<file path="src/rtl/reg_seq_pkg.sv">
// Shared types and constants for the register-load sequencer: FSM state
// encoding, load bus width and an address-width helper.
package reg_seq_pkg;

  localparam int BUS_W = 8;

  typedef enum logic [2:0] {
    IDLE   = 3'd0,
    SETUP  = 3'd1,
    STROBE = 3'd2,
    HOLD   = 3'd3,
    CLEAR  = 3'd4
  } state_t;

  // Bits needed to index n items; never less than one.
  function automatic int addr_w(input int n);
    return (n < 2) ? 1 : $clog2(n);
  endfunction

endpackage

</file>
<file path="src/rtl/reg_load_sequencer_if.sv">
// Requester/bank-facing signal bundle of the register-load sequencer.
// The sequencer takes the slave side; requesters and bench take the master side.
interface reg_load_sequencer_if
  import reg_seq_pkg::*;
#(
  parameter int NUM_REQ = 4,
  parameter int NUM_REG = 8,
  parameter int ADDR_W  = addr_w(NUM_REG)
);

  logic [NUM_REQ-1:0]        REQ;
  logic [NUM_REQ*ADDR_W-1:0] REQ_ADDR;
  logic [NUM_REQ*BUS_W-1:0]  REQ_DATA;
  logic                      CLR;
  logic [NUM_REQ-1:0]        ACK;
  logic                      ERR;
  logic [BUS_W-1:0]          BUS_D;
  logic [NUM_REG-1:0]        REG_CP;
  logic                      N_REG_MR;
  logic                      BUSY;

  modport master (
    output REQ, REQ_ADDR, REQ_DATA, CLR,
    input  ACK, ERR, BUS_D, REG_CP, N_REG_MR, BUSY
  );

  modport slave (
    input  REQ, REQ_ADDR, REQ_DATA, CLR,
    output ACK, ERR, BUS_D, REG_CP, N_REG_MR, BUSY
  );

endinterface

</file>
<file path="src/rtl/rr_arbiter.sv">
// Combinational round-robin arbiter: first asserted request at or after the
// pointer, wrapping, reported as one-hot grant plus binary index.
module rr_arbiter #(
  parameter int NUM_REQ = 4,
  parameter int IDX_W   = 2
) (
  input  logic [NUM_REQ-1:0] req,
  input  logic [IDX_W-1:0]   ptr,
  output logic [NUM_REQ-1:0] grant,
  output logic [IDX_W-1:0]   idx,
  output logic               valid
);

  always_comb begin : arb
    int j;
    grant = '0;
    idx   = '0;
    valid = 1'b0;
    j     = 0;
    for (int k = 0; k < NUM_REQ; k++) begin
      // ptr is always < NUM_REQ, so one wrap subtraction suffices
      j = int'(ptr) + k;
      if (j >= NUM_REQ) j = j - NUM_REQ;
      if (!valid && req[j]) begin
        valid    = 1'b1;
        grant[j] = 1'b1;
        idx      = IDX_W'(j);
      end
    end
  end

endmodule

</file>
<file path="src/rtl/reg_load_sequencer.sv">
// Arbitrates one shared load bus among requesters writing a register bank:
// drives bus data, strobes the target register clock once, acks, and sequences bank clears.
module reg_load_sequencer
  import reg_seq_pkg::*;
#(
  parameter int NUM_REQ      = 4,
  parameter int NUM_REG      = 8,
  parameter int SETUP_CYCLES = 1
) (
  input logic                 CP,
  input logic                 MR,
  reg_load_sequencer_if.slave bus
);

  localparam int ADDR_W = addr_w(NUM_REG);
  localparam int IDX_W  = addr_w(NUM_REQ);
  localparam int CNT_W  = addr_w(SETUP_CYCLES);

  state_t state, state_nx;
  logic [CNT_W-1:0]   cnt, cnt_nx;
  logic               load;
  logic [IDX_W-1:0]   ptr;
  logic               clr_pend;

  logic [NUM_REQ-1:0] arb_req, arb_grant;
  logic [IDX_W-1:0]   arb_idx;
  logic               arb_valid;
  logic [ADDR_W-1:0]  win_addr;
  logic [BUS_W-1:0]   win_data;

  logic [NUM_REQ-1:0] grant_oh;
  logic [IDX_W-1:0]   grant_idx;
  logic [ADDR_W-1:0]  addr_q;

  logic [NUM_REQ-1:0] ack_q;
  logic               err_q;
  logic [BUS_W-1:0]   bus_d_q;
  logic [NUM_REG-1:0] reg_cp_q;
  logic               n_reg_mr_q;
  logic               busy_q;

  function automatic logic in_range(input logic [ADDR_W-1:0] a);
    return int'(a) < NUM_REG;
  endfunction

  function automatic logic [NUM_REG-1:0] strobe_vec(input logic [ADDR_W-1:0] a);
    return in_range(a) ? (NUM_REG'(1) << a) : '0;
  endfunction

  function automatic logic [IDX_W-1:0] ptr_after(input logic [IDX_W-1:0] g);
    return (g == IDX_W'(NUM_REQ - 1)) ? '0 : g + 1'b1;
  endfunction

  // While acking, the current winner's request is masked so a still-high
  // REQ cannot be served twice.
  assign arb_req = (state == HOLD) ? (bus.REQ & ~grant_oh) : bus.REQ;

  rr_arbiter #(
    .NUM_REQ (NUM_REQ),
    .IDX_W   (IDX_W)
  ) u_arb (
    .req   (arb_req),
    .ptr   (ptr),
    .grant (arb_grant),
    .idx   (arb_idx),
    .valid (arb_valid)
  );

  assign win_addr = bus.REQ_ADDR[int'(arb_idx)*ADDR_W +: ADDR_W];
  assign win_data = bus.REQ_DATA[int'(arb_idx)*BUS_W +: BUS_W];

  always_comb begin
    state_nx = state;
    cnt_nx   = cnt;
    load     = 1'b0;
    case (state)
      IDLE: begin
        if (bus.CLR || clr_pend) begin
          state_nx = CLEAR;
        end else if (arb_valid) begin
          state_nx = SETUP;
          cnt_nx   = '0;
          load     = 1'b1;
        end
      end
      SETUP: begin
        if (cnt == CNT_W'(SETUP_CYCLES - 1)) state_nx = STROBE;
        else                                 cnt_nx   = cnt + 1'b1;
      end
      STROBE: state_nx = HOLD;
      HOLD: begin
        // A clear raised during the transaction is taken through one IDLE cycle
        if (bus.CLR || clr_pend) begin
          state_nx = IDLE;
        end else if (arb_valid) begin
          state_nx = SETUP;
          cnt_nx   = '0;
          load     = 1'b1;
        end else begin
          state_nx = IDLE;
        end
      end
      CLEAR:   state_nx = IDLE;
      default: state_nx = IDLE;
    endcase
  end

  always_ff @(posedge CP) begin
    if (MR) begin
      state      <= IDLE;
      cnt        <= '0;
      ptr        <= '0;
      clr_pend   <= 1'b0;
      ack_q      <= '0;
      err_q      <= 1'b0;
      bus_d_q    <= '0;
      reg_cp_q   <= '0;
      n_reg_mr_q <= 1'b0;
      busy_q     <= 1'b0;
    end else begin
      state <= state_nx;
      cnt   <= cnt_nx;
      if (load) bus_d_q <= win_data;
      if (state == STROBE) ptr <= ptr_after(grant_idx);
      if (state_nx == CLEAR)
        clr_pend <= 1'b0;
      else if (bus.CLR && state != IDLE && state != CLEAR)
        clr_pend <= 1'b1;
      // Outputs are registered against the state being entered
      reg_cp_q   <= (state_nx == STROBE) ? strobe_vec(addr_q) : '0;
      ack_q      <= (state_nx == HOLD) ? grant_oh : '0;
      err_q      <= (state_nx == HOLD) && !in_range(addr_q);
      n_reg_mr_q <= (state_nx != CLEAR);
      busy_q     <= (state_nx != IDLE);
    end
  end

  always_ff @(posedge CP) begin
    if (load) begin
      grant_oh  <= arb_grant;
      grant_idx <= arb_idx;
      addr_q    <= win_addr;
    end
  end

  assign bus.ACK      = ack_q;
  assign bus.ERR      = err_q;
  assign bus.BUS_D    = bus_d_q;
  assign bus.REG_CP   = reg_cp_q;
  assign bus.N_REG_MR = n_reg_mr_q;
  assign bus.BUSY     = busy_q;

endmodule

</file>
<file path="src/flat_wrapper.sv">
// flat-port wrapper written by rule: the top's interface ports become plain ports
module reg_load_sequencer_flat import reg_seq_pkg::*;
#(
  parameter int NUM_REQ      = 4,
  parameter int NUM_REG      = 8,
  parameter int SETUP_CYCLES = 1
)
  (CP, MR, bus_REQ, bus_REQ_ADDR, bus_REQ_DATA, bus_CLR, bus_ACK, bus_ERR, bus_BUS_D, bus_REG_CP, bus_N_REG_MR, bus_BUSY);
  reg_load_sequencer_if #(.NUM_REQ(NUM_REQ), .NUM_REG(NUM_REG)) bus_i ();
  input logic CP;
  input logic MR;
  input wire logic [$bits(bus_i.REQ)-1:0] bus_REQ;
  input wire logic [$bits(bus_i.REQ_ADDR)-1:0] bus_REQ_ADDR;
  input wire logic [$bits(bus_i.REQ_DATA)-1:0] bus_REQ_DATA;
  input wire logic [$bits(bus_i.CLR)-1:0] bus_CLR;
  output wire logic [$bits(bus_i.ACK)-1:0] bus_ACK;
  output wire logic [$bits(bus_i.ERR)-1:0] bus_ERR;
  output wire logic [$bits(bus_i.BUS_D)-1:0] bus_BUS_D;
  output wire logic [$bits(bus_i.REG_CP)-1:0] bus_REG_CP;
  output wire logic [$bits(bus_i.N_REG_MR)-1:0] bus_N_REG_MR;
  output wire logic [$bits(bus_i.BUSY)-1:0] bus_BUSY;
  assign bus_i.REQ = bus_REQ;
  assign bus_i.REQ_ADDR = bus_REQ_ADDR;
  assign bus_i.REQ_DATA = bus_REQ_DATA;
  assign bus_i.CLR = bus_CLR;
  assign bus_ACK = bus_i.ACK;
  assign bus_ERR = bus_i.ERR;
  assign bus_BUS_D = bus_i.BUS_D;
  assign bus_REG_CP = bus_i.REG_CP;
  assign bus_N_REG_MR = bus_i.N_REG_MR;
  assign bus_BUSY = bus_i.BUSY;
  reg_load_sequencer #(.NUM_REQ(NUM_REQ), .NUM_REG(NUM_REG), .SETUP_CYCLES(SETUP_CYCLES)) u_core (.CP(CP), .MR(MR), .bus(bus_i));
endmodule
</file>
<file path="config.mk">
export PLATFORM = sky130hd
export DESIGN_NAME = reg_load_sequencer_flat
export DESIGN_NICKNAME = d
export VERILOG_FILES = /design/src/rtl/reg_seq_pkg.sv /design/src/rtl/reg_load_sequencer_if.sv /design/src/rtl/rr_arbiter.sv /design/src/rtl/reg_load_sequencer.sv /design/src/flat_wrapper.sv
export SDC_FILE = /design/constraint.sdc
export NUM_CORES = 1
export LEC_CHECK = 0
export CORE_ASPECT_RATIO = 0.5
export CORE_MARGIN = 1
export CORE_UTILIZATION = 48
export CTS_CLUSTER_SIZE = 10
export DETAILED_ROUTE_END_ITERATION = 10
export HOLD_SLACK_MARGIN = 0.05
export PLACE_DENSITY = 0.81
export REMOVE_ABC_BUFFERS = 1
export SETUP_SLACK_MARGIN = 0.5
export SLEW_MARGIN = 25
export SYNTH_ARGS = -nofsm -noshare
export SYNTH_HDL_FRONTEND = slang
export SYNTH_SLANG_ARGS = --single-unit
</file>
<file path="constraint.sdc">
create_clock -name CP -period 4.55 [get_ports CP]
set_clock_uncertainty 0.05 [all_clocks]
set_input_delay 0.455 -clock CP [delete_from_list [all_inputs] [get_ports CP]]
set_output_delay 0.455 -clock CP [all_outputs]
set_load 0.01 [all_outputs]
</file>
==> results of run 1 <==
==> through the flow <==
| stage | cell area (sq um) | setup WS (ns) |
|---|---|---|
| 2_1_floorplan | 2016 | 1.340 |
| 3_3_place_gp | 2819 | 1.586 |
| 3_5_place_dp | 2819 | 1.455 |
| 4_1_cts | 2933 | 1.429 |
| 5_1_grt | 2938 | 1.098 |
| 6_report | 2938 | 1.413 |
==> critical path: stages, from the launching register on <==
cell	delay, ns
dfxtp_1	0.58
inv_1	0.28
ha_1	0.46
nor2_1	0.08
nand3b_1	0.19
a221oi_1	0.24
nand2b_1	0.14
buf_4	0.33
mux2_2	0.38
nand2_1	0.06
o21ai_1	0.08
==> cell type report <==
class / count / area (sq um) / area share, %
Clock buffer: 5 / 68.82 / 2.342
Clock inverter: 3 / 45.04 / 1.533
Inverter: 5 / 18.77 / 0.6388
Multi-Input combinational cell: 149 / 1171 / 39.86
Sequential cell: 37 / 830.8 / 28.28
Tap cell: 54 / 67.56 / 2.300
Timing Repair Buffer: 74 / 735.7 / 25.04
==> logic make-up after synthesis <==
kind of cell	after synthesis
AO/OA/AOI/OAI	39
AND/OR/NAND/NOR	64
adder cells (fa/ha/maj)	10
buffers and inverters	15
multiplexers	34
other	1
XOR/XNOR	1
flip-flops	37
==> sequential cells by signal (all words and copies together), names as in the netlist <==
register	count
u_core.bus.ACK	4
u_core.bus.REG_CP	8
u_core.grant_oh	4
u_core.bus.BUSY	1
u_core.addr_q	3
u_core.bus.BUS_D	8
u_core.bus.N_REG_MR	1
u_core.clr_pend	1
u_core.grant_idx	2
u_core.state	3
u_core.ptr	2
==> layer usage <==
layer / global-route usage [%] / vias to the layer above / part of all wire (%) / wire length (um)
li1: - / 881 / - / -
met1: 28.46 / 822 / 44 / 2107
met2: 32.62 / 90 / 44 / 2078
met3: 8.491 / 6 / 11 / 530
met4: 6.965 / 0 / 0.99 / 47
met5: 0 / - / 0 / 0
==> path summary, 6_finish.rpt <==
kind | endpoint | from | cells past startpoint | slack (ns)
max reg2reg | u_core.addr_q[2]$_DFFE_PP_ | u_core.ptr[0]$_SDFFE_PP0N_ | 10 | 1.41
min | u_core.bus.BUS_D[6]$_SDFFE_PP0P_ | u_core.bus.BUS_D[6]$_SDFFE_PP0P_ | 1 | 0.43
min reg2reg | u_core.bus.BUS_D[6]$_SDFFE_PP0P_ | u_core.bus.BUS_D[6]$_SDFFE_PP0P_ | 1 | 0.43
max | u_core.addr_q[2]$_DFFE_PP_ | u_core.ptr[0]$_SDFFE_PP0N_ | 10 | 1.41
==> cells in the mapped netlist, types with 2 or more instances <==
cell type,n
mux2_2,3
nor3_1,4
buf_4,2
a22oi_1,8
a22o_1,8
nor2_1,20
nand4b_1,2
ha_1,9
o21ai_0,3
dfxtp_1,28
nand4_1,4
and2_4,2
a31o_1,2
buf_6,4
o21ai_1,8
nand2b_1,5
and2_1,7
nand2_1,12
nand4b_4,2
edfxtp_1,9
buf_2,3
mux2i_1,27
inv_1,4
a21oi_1,3
mux4_2,4
==> report_power, final <==
part / total (uW) / internal (uW) / leakage, uW / switching (uW)
Sequential: 412 / 379 / 0.000315 / 33.1
Clock: 284 / 164 / 0.0000587 / 120
Combinational: 272 / 147 / 0.000819 / 124
==> results.toml, run 1 <==
[cts]
cts.sinks = 37
root_buffer = "clkbuf_8"
cts_made_buffers = 5
cts.hold.buffers_added = 0
cts_tree = "built"
clkLatencyLatePin_ns = 0.29
cts_max_level = 2
cts-resized-gates = 0
cts_setup_buffers = 0
clk_path_buf_depth = 2
clkTransAtPathRegs_ns = 0.07

[die]
die_x_um = 95.42
die_area_sq_mm = 0.004648
rows = 16
initial_utilization_pct = 51.79
die_h_um = 48.71
core_area_sq_mm = 0.004044
io_pins = 74

[yosys]
post-synth-top-area-cell = "dfxtp_1"
seq_area_frac_synth_pct = 39.67
syn_area_sq_mm = 0.002095
ys.flop_type = "dfxtp_1"
muxShareOfSynthArea_pct = 18.82
syn_area_per_cell_sq_um = 10.42
synth_top_family_by_area = "multiplexers"
synth_area_leaders = "dfxtp_1 (27%), edfxtp_1 (13%), mux2i_1 (13%), ha_1 (5.4%), mux4_2 (4.3%)"
netlist.area_leader.share_pct = 26.76
yosysWarnings = 0
synthArstFlopShare_pct = 0
synth_fa_ha_area_share_pct = 5.854
synth-compound-area-share_pct = 13.14
ys_ff_latch = 37
synth_edf_count = 9
synth_cell_types = 43
syn-instance-count = 201
synth-xor-area-share_pct = 0.4182
synthSimpleGateAreaFrac_pct = 17.26

[timing]
slew_headroom_pct = 51.91
period_needed_ns = 3.137
tightest_slew_ns = 0.7214
fmax_ghz = 0.3188
rsz0062_at_grt = "no"
finalMaxSlewViolations = 0
setup_violations = 0
finalSetupTns_ns = 0
hold_viol = 0
period_share_pct = 68.94
fin_hold_ws_ns = 0.4295

[min_path]
hold_path.class = "flip-flop to flip-flop"

[setup_path]
critical_path_arrival_ns = 3.10
cp-start-kind = "flip-flop"
cp_max_fo = 23
worstSetupPathType = "flip-flop to flip-flop"
required_ns = 4.51
cp-end-kind = "flip-flop"

[final_layout]
drive_above_1_share_pct = 8.791
layout.nets = 332
fin_util_pct = 72.65
n_antenna_cell = 0
syn2layout_area_growth_pct = 40.26
fin_cells = 327
final_cell_mix = "clkdlybuf4s50_1 (72), dfxtp_1 (28), mux2i_1 (27)"
mostFrequentLayoutCell = "clkdlybuf4s50_1"
fill_cells = 297

[power]
ir_worst_vdd_mv = 0.1530
leakage_uw = 0.001192
power_density_mw_per_mm2 = 329.5
total_power_uw = 967.9

[grt]
grt_pass1_vias = 1696
grt_max_degree = 24
grt_use_total_pct = 21.65
antenna_found_initial = 0
overflow = 0
grt_pass1_wl_mm = 7.665

[routing]
wire_per_inst_um = 14.57
first_pass_iters = 5
vias = 1799
drc = 0
ant_nets = 0
avgViaCountPerCell = 5.502
drt-initial-drc-count = 257
routed_wl_mm = 4.764

[placement]
portBuffers = 72
hpwl_mm = 3.650
place_inst = 319
globalplace.congestion = 0.9649

[run_status]
status = "complete, no violations"

[job]
cap_viol_max_count = 0
No activity file was read; power rests on OpenSTA's default activity.
==> run 2: changes to the inputs <==
Settings changed: CORE_UTILIZATION 48 to 41, PLACE_DENSITY 0.81 to 0.73.
Clock period 4.55 ns to 2.5 ns, I/O delays scaled along.
==> results.toml, run 2 (same netlist as run 1, synthesis figures left out) <==
[run_status]
status = "complete, no violations"

[cts]
cts.hold.buffers_added = 0
clkLatencyLatePin_ns = 0.29
root_buffer = "clkbuf_8"
cts.sinks = 37
cts_made_buffers = 5
clkTransAtPathRegs_ns = 0.07
clk_path_buf_depth = 2
cts_max_level = 2
cts_tree = "built"

[timing]
period_share_pct = 96.04
finalMaxSlewViolations = 0
tightest_slew_ns = 0.6425
setup_violations = 0
hold_viol = 0
fmax_ghz = 0.4165
finalSetupTns_ns = 0
period_needed_ns = 2.401
slew_headroom_pct = 57.01
fin_hold_ws_ns = 0.4302
rsz0062_at_grt = "yes"

[die]
rows = 17
die_h_um = 52.54
core_area_sq_mm = 0.004637
initial_utilization_pct = 45.17
die_area_sq_mm = 0.005416
io_pins = 74
die_x_um = 103.1

[setup_path]
cp-end-kind = "flip-flop"
r2r_slack_ns = 0.1
critical_path_arrival_ns = 2.53
r2r-start = "u_core.state[1]$_SDFF_PP0_"
required_ns = 2.63
cp-start-kind = "flip-flop"
reg2reg_depth = 9
worstSetupPathType = "flip-flop to flip-flop"
cp_max_fo = 7
reg2reg_to = "u_core.bus.BUS_D[7]$_SDFFE_PP0P_"

[min_path]
min_to = "u_core.bus.BUS_D[6]$_SDFFE_PP0P_"
hold_path.class = "flip-flop to flip-flop"
holdPathStages = 1
min_from = "u_core.bus.BUS_D[6]$_SDFFE_PP0P_"

[final_layout]
mostFrequentLayoutCell = "clkdlybuf4s50_1"
layout.nets = 369
drive_above_1_share_pct = 28.39
final_cell_mix = "clkdlybuf4s50_1 (72), mux2i_1 (25), buf_4 (25)"
n_antenna_cell = 0
syn2layout_area_growth_pct = 66.01

[grt]
grt_use_total_pct = 21.42
grt_max_degree = 13
overflow = 0
antenna_found_initial = 0
grt_pass1_wl_mm = 8.611
grt_pass1_vias = 1816

[routing]
vias = 1959
first_pass_iters = 5
routed_wl_mm = 5.627
avgViaCountPerCell = 5.210
wire_per_inst_um = 14.97
drt-initial-drc-count = 77
ant_nets = 0
drc = 0

[power]
power_density_mw_per_mm2 = 542.1
power_frac_comb_pct = 39.9
total_power_uw = 1885
pwr-share-seq_pct = 39.0
p_clk_share_pct = 21.1
ir_worst_vdd_mv = 0.3014
p_switching_uw = 562.6
swShare_pct = 29.85
leakage_uw = 0.001430
p_int_uw = 1322

[placement]
globalplace.congestion = 0.9385
portBuffers = 72
hpwl_mm = 3.937

[job]
cap_viol_max_count = 0
[run 2: cell count changes in the layout (fill, tap and decap cells not counted), moves of 3 or more]
cell	change
nor2_1	-3
mux2_2	-3
buf_6	+8
dfxtp_2	+4
dfxtp_1	-5
buf_4	+23
nand2_4	+4
nand2_1	-6
mux2_4	+3
buf_12	+4
[run 2: layer usage]
metal / vias up / track usage [%] / wire length (um)
li1: 954 / - / -
met4: 0 / 3.286 / 49
met1: 918 / 27.77 / 2441
met2: 79 / 36.89 / 2712
met5: - / 0 / 0
met3: 8 / 5.467 / 423
[run 2: how the worst max path moves through the flow]
stage	start	to	slack, ns	depth (start not counted)
2_1_floorplan	u_core.ptr[0]$_SDFFE_PP0N_	u_core.addr_q[0]$_DFFE_PP_	-0.71	9
3_3_place_gp	bus_REQ[0]	u_core.bus.BUS_D[3]$_SDFFE_PP0P_	0.01	8
3_5_place_dp	bus_REQ[0]	u_core.bus.BUS_D[5]$_SDFFE_PP0P_	-0.05	8
4_1_cts	u_core.state[2]$_SDFF_PP0_	u_core.bus.BUS_D[5]$_SDFFE_PP0P_	0.15	8
5_1_grt	u_core.state[2]$_SDFF_PP0_	u_core.bus.BUS_D[7]$_SDFFE_PP0P_	0.04	8
6_report	u_core.state[1]$_SDFF_PP0_	u_core.bus.BUS_D[7]$_SDFFE_PP0P_	0.1	9
[run 2: layout make-up]
type                            count  area, sq um
Clock inverter                      1        8.758
Sequential cell                    37        839.6
Timing Repair Buffer              111         1134
Inverter                            5        18.77
Fill cell                         321         1160
Multi-Input combinational cell    149         1318
Clock buffer                        7        76.32
Tap cell                           66        82.58
[run 2: power groups by stage]
stage	Sequential [uW]	Combinational, uW	Clock, uW
floorplan	763	272	0
global placement	742	549	0
detailed placement	743	562	0
CTS	734	701	401
global route	742	801	431
finish	734	753	398
[run 2: worst max-delay path: stages, from the launching register on]
cell,delay (ns)
dfxtp_2,0.36
buf_6,0.12
nand4b_4,0.13
and2_4,0.18
mux4_2,0.49
o211a_1,0.24
a31o_4,0.25
buf_12,0.15
mux2i_1,0.12
a22o_1,0.21
[run 2: through the flow]
| stage | utilization (%) | area [sq um] | setup WS (ns) | instances |
|---|---|---|---|---|
| after floorplan | - | 2016 | -0.7097 | 191 |
| after global placement | 64.25 | 2979 | 0.01454 | 347 |
| after detailed placement | 64.25 | 2979 | -0.04610 | 347 |
| after CTS | 72.88 | 3379 | 0.1491 | 371 |
| after global routing | 74.99 | 3477 | 0.04169 | 376 |
| final | 74.99 | 3477 | 0.09900 | 376 |
[run 2: timing repair]
action | 4_1_cts | 5_1_grt
pin swaps | 17 | 3
cloned | 3 | 0
endpoints found under the setup margin | 26 | 28
resized for setup | 39 | 16
buffers inserted | 13 | 5
